$ cat config.mk
export PLATFORM = sky130hd
export DESIGN_NAME = usb_tx_fifo_flat
export DESIGN_NICKNAME = d
export VERILOG_FILES = /design/src/rtl/usb_tx_fifo_if.sv /design/src/rtl/usb_tx_fifo.sv /design/src/flat_wrapper.sv
export SDC_FILE = /design/constraint.sdc
export NUM_CORES = 1
export LEC_CHECK = 0
export ABC_CLOCK_PERIOD_IN_PS = 2750
export CAP_MARGIN = 25
export CORE_UTILIZATION = 45
export DETAILED_ROUTE_END_ITERATION = 16
export DONT_BUFFER_PORTS = 1
export SLEW_MARGIN = 20
export SYNTH_ARGS = -nofsm -noshare
export SYNTH_HDL_FRONTEND = slang
export SYNTH_SLANG_ARGS = --single-unit
$ cat constraint.sdc
create_clock -name clk -period 2.75 [get_ports clk]
set_input_delay 0.55 -clock clk [delete_from_list [all_inputs] [get_ports clk]]
set_output_delay 0.55 -clock clk [all_outputs]
set_load 0.005 [all_outputs]
$ cat src/rtl/usb_tx_fifo_if.sv
// Handshake bundle between host logic / transmitter and the usb_tx_fifo packet buffer.
interface usb_tx_fifo_if #(
    parameter int ADDR_BITS = 6
) ();
    logic                 clear;
    logic                 w_enable;
    logic [7:0]           w_data;
    logic                 commit;
    logic                 r_enable;
    logic                 is_txing;
    logic [7:0]           r_data;
    logic                 send_data;
    logic                 full;
    logic                 empty;
    logic [ADDR_BITS:0]   count;
    logic                 err;

    modport master (
        output clear, w_enable, w_data, commit, r_enable, is_txing,
        input  r_data, send_data, full, empty, count, err
    );

    modport slave (
        input  clear, w_enable, w_data, commit, r_enable, is_txing,
        output r_data, send_data, full, empty, count, err
    );
endinterface

$ cat src/rtl/usb_tx_fifo.sv
// Transmit packet buffer: circular byte store plus commit/send sequencer for the USB transmitter.
// Optional CRC-16/USB trailer appended on commit when USB_TX_FIFO_CRC16_EN is defined.
module usb_tx_fifo #(
    parameter int DEPTH     = 64,
    parameter int ADDR_BITS = 6
) (
    input  logic          clk,
    input  logic          n_rst,
    usb_tx_fifo_if.slave  bus
);
    typedef logic [ADDR_BITS:0]   cnt_t;
    typedef logic [ADDR_BITS-1:0] ptr_t;
    typedef enum logic [2:0] {IDLE, CRC_LO, CRC_HI, ARM, WAIT_TX, BUSY} state_t;

    logic [7:0] mem [DEPTH];
    ptr_t       wptr, rptr;
    cnt_t       count;
    state_t     state;
    logic       err, send_data;
    logic       full, empty, in_crc;
    logic       wr_ok, host_wr_ok, rd_ok, commit_ok, commit_rej, err_set;
    logic [7:0] wr_byte;

`ifdef USB_TX_FIFO_CRC16_EN
    logic [15:0] crc;

    // Reflected 0x8005 (0xA001), one byte LSB-first.
    function automatic logic [15:0] crc16_byte(input logic [15:0] c, input logic [7:0] d);
        logic [15:0] r;
        r = c ^ {8'h00, d};
        for (int i = 0; i < 8; i++) r = r[0] ? ((r >> 1) ^ 16'hA001) : (r >> 1);
        return r;
    endfunction
`endif

    assign full   = (count == cnt_t'(DEPTH));
    assign empty  = (count == '0);
    assign in_crc = (state == CRC_LO) || (state == CRC_HI);

    // NOTE: every signal gets a default first so no path leaves a value held, which would infer a latch.
    always_comb begin
        rd_ok      = bus.r_enable && !empty;
        host_wr_ok = bus.w_enable && (!full || bus.r_enable) && !in_crc;
        wr_ok      = host_wr_ok;
        wr_byte    = bus.w_data;
        commit_ok  = (state == IDLE) && bus.commit && !empty;
        commit_rej = 1'b0;
`ifdef USB_TX_FIFO_CRC16_EN
        commit_rej = commit_ok && (count > cnt_t'(DEPTH - 2));
        commit_ok  = commit_ok && !commit_rej;
        if (in_crc) begin
            wr_ok   = !full || rd_ok;
            wr_byte = (state == CRC_LO) ? ~crc[7:0] : ~crc[15:8];
        end
`endif
        err_set = (bus.w_enable && full && !bus.r_enable)
               || (bus.r_enable && empty)
               || (bus.w_enable && in_crc)
               || (in_crc && !wr_ok)
               || commit_rej;
    end

    // NOTE: the byte array has no reset; its contents are don't-care until written, and a reset here would cost a flop per bit.
    always_ff @(posedge clk) begin
        if (wr_ok && !bus.clear) mem[wptr] <= wr_byte;
    end

    // NOTE: sequential state uses non-blocking assignments so every register samples pre-edge values.
    always_ff @(posedge clk or negedge n_rst) begin
        if (!n_rst) begin
            wptr      <= '0;
            rptr      <= '0;
            count     <= '0;
            err       <= 1'b0;
            state     <= IDLE;
            send_data <= 1'b0;
`ifdef USB_TX_FIFO_CRC16_EN
            crc       <= 16'hFFFF;
`endif
        end else if (bus.clear) begin
            wptr      <= '0;
            rptr      <= '0;
            count     <= '0;
            err       <= 1'b0;
            state     <= IDLE;
            send_data <= 1'b0;
`ifdef USB_TX_FIFO_CRC16_EN
            crc       <= 16'hFFFF;
`endif
        end else begin
            if (wr_ok) wptr <= wptr + ptr_t'(1);
            if (rd_ok) rptr <= rptr + ptr_t'(1);
            case ({wr_ok, rd_ok})
                2'b10:   count <= count + cnt_t'(1);
                2'b01:   count <= count - cnt_t'(1);
                default: count <= count;
            endcase
            err       <= err | err_set;
            send_data <= 1'b0;
`ifdef USB_TX_FIFO_CRC16_EN
            if (state == CRC_HI)  crc <= 16'hFFFF;
            else if (host_wr_ok)  crc <= crc16_byte(crc, bus.w_data);
`endif
            case (state)
                IDLE: if (commit_ok) begin
`ifdef USB_TX_FIFO_CRC16_EN
                    state <= CRC_LO;
`else
                    state     <= ARM;
                    send_data <= 1'b1;
`endif
                end
                CRC_LO:  state <= CRC_HI;
                CRC_HI: begin
                    state     <= ARM;
                    send_data <= 1'b1;
                end
                ARM:     state <= WAIT_TX;
                WAIT_TX: if (bus.is_txing)  state <= BUSY;
                BUSY:    if (!bus.is_txing) state <= IDLE;
                default: state <= IDLE;
            endcase
        end
    end

    assign bus.r_data    = empty ? 8'hFF : mem[rptr];
    assign bus.send_data = send_data;
    assign bus.full      = full;
    assign bus.empty     = empty;
    assign bus.count     = count;
    assign bus.err       = err;
endmodule

$ cat src/flat_wrapper.sv
// flat-port wrapper written by rule: the top's interface ports become plain ports
module usb_tx_fifo_flat 
#(
    parameter int DEPTH     = 64,
    parameter int ADDR_BITS = 6
)
  (clk, n_rst, bus_clear, bus_w_enable, bus_w_data, bus_commit, bus_r_enable, bus_is_txing, bus_r_data, bus_send_data, bus_full, bus_empty, bus_count, bus_err);
  usb_tx_fifo_if #(.ADDR_BITS(ADDR_BITS)) bus_i ();
  input  logic clk;
  input  logic n_rst;
  input wire logic [$bits(bus_i.clear)-1:0] bus_clear;
  input wire logic [$bits(bus_i.w_enable)-1:0] bus_w_enable;
  input wire logic [$bits(bus_i.w_data)-1:0] bus_w_data;
  input wire logic [$bits(bus_i.commit)-1:0] bus_commit;
  input wire logic [$bits(bus_i.r_enable)-1:0] bus_r_enable;
  input wire logic [$bits(bus_i.is_txing)-1:0] bus_is_txing;
  output wire logic [$bits(bus_i.r_data)-1:0] bus_r_data;
  output wire logic [$bits(bus_i.send_data)-1:0] bus_send_data;
  output wire logic [$bits(bus_i.full)-1:0] bus_full;
  output wire logic [$bits(bus_i.empty)-1:0] bus_empty;
  output wire logic [$bits(bus_i.count)-1:0] bus_count;
  output wire logic [$bits(bus_i.err)-1:0] bus_err;
  assign bus_i.clear = bus_clear;
  assign bus_i.w_enable = bus_w_enable;
  assign bus_i.w_data = bus_w_data;
  assign bus_i.commit = bus_commit;
  assign bus_i.r_enable = bus_r_enable;
  assign bus_i.is_txing = bus_is_txing;
  assign bus_r_data = bus_i.r_data;
  assign bus_send_data = bus_i.send_data;
  assign bus_full = bus_i.full;
  assign bus_empty = bus_i.empty;
  assign bus_count = bus_i.count;
  assign bus_err = bus_i.err;
  usb_tx_fifo #(.DEPTH(DEPTH), .ADDR_BITS(ADDR_BITS)) u_core (.clk(clk), .n_rst(n_rst), .bus(bus_i));
endmodule
* Word-level counts from Yosys, hierarchy flattened
Memories as Yosys holds them, arrays and structs flattened.
Index checks and enable logic that the tools add are counted.
** Storage, ports and cells
- Bits in registers :: 24
- Bits in writable memories :: 512
- Logic and storage cells :: 69
- Memories kept :: 1
** Operators by class
- Add/sub/neg operators :: 4
- Equality and inequality tests :: 11
- Muxes and demuxes :: 18
- Bitwise gates (word level) :: 1
- Reduce and logical (&&, ||, !) cells :: 28
** Memories
- u_core.mem :: depth 64, width 8, rd ports 1, clocked after Yosys merged registers in 0, wr ports 1, RTL line usb_tx_fifo.sv:15 : logic [7:0] mem [DEPTH];
** Operators with widths (number)
- $mux W6 :: 4
- $pmux W3 S6 :: 1
- $pmux W7 S2 :: 1
- $add A6 B1 Y6 const B :: 2
- $mux W3 :: 4
- $logic_and A1 B1 Y1 :: 11
- $mux W8 :: 1
- $add A7 B1 Y7 const B :: 1
- $eq A7 B7 Y1 const B :: 1
- $logic_not A7 Y1 :: 1
- $mux W7 :: 1
- $sub A7 B1 Y7 const B :: 1
- $eq A3 B2 Y1 const B :: 2
- $eq A3 B3 Y1 const B :: 2
- $logic_not A1 Y1 :: 6
- $ne A3 B3 Y1 const B :: 2
- $logic_or A1 B1 Y1 :: 5
- $mux W1 :: 5
- $reduce_bool A2 Y1 :: 2
- $eq A3 B1 Y1 const B :: 1
- $logic_not A3 Y1 :: 1
- $ne A3 B2 Y1 const B :: 1
- $reduce_and A3 Y1 :: 1
- $reduce_bool A3 Y1 :: 1
- other kinds (4) :: 4

* Depth between registers and ports, before layout
Gate-level depths: netlist of the first run.
- Depth in word-level cells :: 10
- Gate-level depth with buffers :: 10

* Worst setup path before layout of the first run
No wires, ideal clock.
- Kind :: register -> register
- Start point :: register u_core.count[0], in the netlist u_core.bus.count[0]
- End point :: register u_core.count[6], in the netlist u_core.bus.count[6]
- Library setup time :: 0.125 ns
- Arrival time :: 2.602 ns
- Slack :: 0.023 ns
- Cell stages (with the launch flop) :: 11
- Period minus slack after synthesis :: 2.727 ns
- Path through :: dfrtp_1 clkbuf_2 nor4_1 a21oi_2 nand2_1 inv_1 ha_1 nand4_1 a32o_1 and4_1 a2111oi_0
** On the way
- Cells in the longest elaborated chain, start to end :: 8
- Elaborated cells on any way between the ends :: 15
- Those cells by class :: add/sub: 2; eq/ne: 3; mux: 2; reduce/logical: 8
** Ends and longest elaborated chain
- start: declaration :: RTL line usb_tx_fifo.sv:17 : cnt_t count;
- start signal: assignment :: RTL line usb_tx_fifo.sv:94 : 2'b10: count <= count + cnt_t'(1);
- start signal: assignment :: RTL line usb_tx_fifo.sv:95 : 2'b01: count <= count - cnt_t'(1);
- start signal: assignment :: RTL line usb_tx_fifo.sv:96 : default: count <= count;
- $eq A7 B7 Y1 :: RTL line usb_tx_fifo.sv:36 : assign full = (count == cnt_t'(DEPTH));
- $logic_not A1 Y1 :: RTL line usb_tx_fifo.sv:43 : host_wr_ok = bus.w_enable && (!full || bus.r_enable) && !in_crc;
- $logic_or A1 B1 Y1 :: RTL line usb_tx_fifo.sv:43
- $logic_and A1 B1 Y1 (2 in series) :: RTL line usb_tx_fifo.sv:43
- $eq A2 B1 Y1 or $eq A2 B2 Y1 (tied branches) :: RTL line usb_tx_fifo.sv:93 : case ({wr_ok, rd_ok})
- $pmux W7 S2 :: RTL line usb_tx_fifo.sv:93
- $mux W7 :: RTL line usb_tx_fifo.sv:80 : end else if (bus.clear) begin
Parallel ways exist; a longest one is shown, timed or not.
A chain may end at the register's enable or synchronous reset.

* Worst setup path after layout of the first run
- Start point :: register u_core.rptr[0]
- End point :: output port bus_r_data[6]
** On the way
- Cells in the longest elaborated chain, start to end :: 2
** Ends and longest elaborated chain
- start: declaration :: RTL line usb_tx_fifo.sv:16 : ptr_t wptr, rptr;
- start signal: assignment :: RTL line usb_tx_fifo.sv:92 : if (rd_ok) rptr <= rptr + ptr_t'(1);
- $mem_v2 Z64 W8
- $mux W8 :: RTL line usb_tx_fifo.sv:126 : assign bus.r_data = empty ? 8'hFF : mem[rptr];
- end: declaration :: RTL line flat_wrapper.sv:17 : output wire logic [$bits(bus_i.r_data)-1:0] bus_r_data;
Every way passes these cells.

==> results of run 1 <==
-- power by group --
part           leakage [nW]  internal (W)  switching [W]
clock network         0.790       0.00383        0.00290
logic                  2.08       0.00260        0.00222
registers              4.92       0.00908       0.000152
-- per-stage QoR --
step	utilization, %	setup slack [ns]
after detailed placement	48.9	-0.266
after global routing	53.7	-0.777
after global placement	48.9	-0.294
final	53.7	-0.688
after CTS	53.6	-0.721
after floorplan	-	0.0228
-- logic make-up (layout without fill, tap and decap cells) --
group                    after synthesis  count (layout)  synth area share, %
multiplexers                         170             170                 17.5
adder cells (fa/ha/maj)                4               4                0.237
AND/OR/NAND/NOR                      157             157                 3.38
AO/OA/AOI/OAI                         47              47                 1.38
buffers and inverters                 61             238                 1.35
flip-flops                           536             536                 75.5
XOR/XNOR                              15              15                0.621
-- flip-flops by register name, summed over array words and instances, names as in the netlist --
name	flops
u_core.wptr	6
u_core.rptr	6
u_core.state	3
u_core.bus.send_data	1
u_core.bus.count	7
u_core.bus.err	1
u_core.mem	512
-- cell usage in the layout (no fill, tap or decap), types with 5 or more instances in the layout --
master	count
dfrtp_1	20
a21oi_2	8
nand2_1	22
o22ai_4	6
nand3b_1	9
a21oi_1	8
buf_4	102
mux4_2	160
nor2_2	7
nor3_1	6
buf_16	6
clkinv_2	10
nand3_1	9
xnor2_1	6
clkinv_1	5
clkbuf_1	19
edfxtp_1	512
clkbuf_16	53
nand4_1	6
o21ai_0	8
buf_12	16
clkbuf_8	7
nor2_1	77
mux2i_4	6
inv_1	6
xor2_1	8
buf_6	9
-- worst max-delay path, cell delays in order, from the launching register on --
cell     delay, ns
dfrtp_4       0.52
buf_12        0.18
buf_6         0.13
mux4_2        0.50
mux4_2        0.48
mux2i_1       0.18
nand2_1       0.12
o21ai_4       0.11
nand2_2       0.08
-- path summary, 6_finish.rpt --
check / startpoint / endpoint / slack [ns]
worst max-delay path: u_core.rptr[0] / bus_r_data[6] / -0.69
max in group asynchronous: n_rst / u_core.rptr[2] / 2.13
worst max register to register: u_core.bus.count[0] / u_core.bus.count[6] / 0.15
worst min register to register: u_core.bus.err / u_core.bus.err / 0.53
worst min-delay path: bus_clear / u_core.state[0] / 0.03
min in group asynchronous: n_rst / u_core.rptr[1] / 0.45
-- layout make-up --
cell class | count | share of cell area (%)
clock buffer | 79 | 5.99
clock inverter | 16 | 0.417
inverter | 7 | 0.105
multi-input combinational | 393 | 20.7
sequential | 536 | 64.1
tap | 607 | 3.05
timing repair buffer | 136 | 5.57
-- repair_timing --
item | CTS | global route
cloned | 5 | 0
pin swaps | 9 | 1
endpoints found under the hold margin | 25 | 0
hold buffers | 3 | 0
resized for setup | 59 | 14
setup endpoints to repair | 41 | 224
setup buffers | 12 | 0
-- metal layers --
metal	part of all wire [%]	track usage (%)	wire [µm]	up-vias
met5	0	0	0	-
met1	44	29.7	20900	5547
li1	-	-	-	4389
met4	1.8	4.79	831	0
met2	48	32.4	22800	295
met3	5.6	4.23	2660	58
==> impl_metrics.csv, run 1 <==
group,metric,value,unit
timing,drv_slew,0,
clock_tree,insertion_delay,0.58,ns
timing,fin_skew,0.0149,ns
route,routed-via-count,10300,
power,p_per_area,834,mW/mm²
clock_tree,clkSinkCount,536,
layout,drive_gt1_share,35.4,%
floorplanning,die_y,219,µm
power,p_leak,7.79,nW
timing,finalSetupTns,-5.29,ns
global_routing,grt_max_degree,65,
logic_synthesis,syn-num-nets,1009,
logic_synthesis,synth-seq-area-share,75.5,%
logic_synthesis,yosys_warnings,0,
global_routing,grt_pass1_vias,10400,
setup_path,crit_type,"register to output pin",
power,total_power,0.0208,W
power,peakVddDrop,0.000517,V
logic_synthesis,synth_cells,990,
timing,finalSetupViolations,8,
layout,final_nets,1146,
setup_path,cp-start-kind,"register",
setup_path,crit_arrival,2.89,ns
floorplanning,dieArea,0.0479,mm²
route,drtIter0Drc,1102,
layout,multi_input_area,0.00517,mm²
logic_synthesis,synth_area_per_cell,21.4,µm²
logic_synthesis,yosysUniqueCellTypes,50,
floorplanning,num_rows,79,
timing,finalWorstSetupSlack,-0.688,ns
run,drv_cap,0,
clock_tree,cts_buffers,53,
setup_path,r2r_cells,10,
timing,finalCritPeriodShare,125,%
setup_path,crit_required,2.20,ns
logic_synthesis,synth_seq_cells,536,
route,dr.pass1.iters,5,
floorplanning,core_area,0.0465,mm²
clock_tree,clkTransAtPathRegs,0.06,ns
route,via_per_inst,5.80,
timing,rsz0062_at_grt,"yes",
logic_synthesis,yosysMostFrequentCell,"edfxtp_1",
layout,final_cells,1774,
layout,area_growth,17.8,%
run_status,status,"complete, but fails checks",
layout,fill_cells,3568,
logic_synthesis,async_flop_share,4.48,%
route,drc,0,
logic_synthesis,netlist_area,0.0212,mm²
run_status,failed_checks,"negative setup slack",
placed_design,portBuffers,0,
route,wl,47.2,mm
logic_synthesis,yosysTopAreaCell,"edfxtp_1",
floorplanning,start_util,45.5,%
global_routing,grt_pass1_wl,70.3,mm
global_routing,grt_usage,20.6,%
placed_design,gp_congestion,0.845,
min_path,min_path_type,"input port to register",
setup_path,critPathCaptureType,"output pin",
setup_path,crit_path_max_fanout,7,
timing,fin_crit,3.44,ns
placed_design,hpwl,29.0,mm
layout,ff_latch_area,0.0160,mm²
clock_tree,cts_tree,"done",
layout,finish.instance_area,0.0249,mm²
logic_synthesis,synth_edf_count,512,
timing,worst_pin_slew,0.865,ns
timing,hold_slack,0.0285,ns
layout,diodes,0,
logic_synthesis,synth.area.top_cells,"edfxtp_1, mux4_2, dfrtp_1, nor2_1, buf_2",
logic_synthesis,ys.flop_type,"edfxtp_1",
placed_design,dp.cells,1660,
logic_synthesis,synthTopCellsByCount,"edfxtp_1, mux4_2, nor2_1",
placed_design,placed_cell_area,0.0227,mm²
route,wl_per_cell,26.6,µm
clock_tree,cts_buffer_depth,3,
timing,slew_headroom,42.1,%
timing,finalHoldViolCount,0,
global_routing,antenna_found_initial,0,
route,ant_nets,0,
timing,fmax,291,MHz
logic_synthesis,synth_top_area_share,72.7,%
global_routing,grt_overflow,0,
floorplanning,die_w,219,µm
clock_tree,cts-root-buf,"clkbuf_16",
min_path,hold_depth,1,
clock_tree,cts_max_level,2,
floorplanning,boundaryPins,34,
Note: power is estimated with default switching activity, not from simulation.
==> run 2, diff against run 1 <==
- SLEW_MARGIN: 20 -> 5
==> results of run 2 <==
Same layout as run 1: the final DEF is identical, and so are final timing and power.
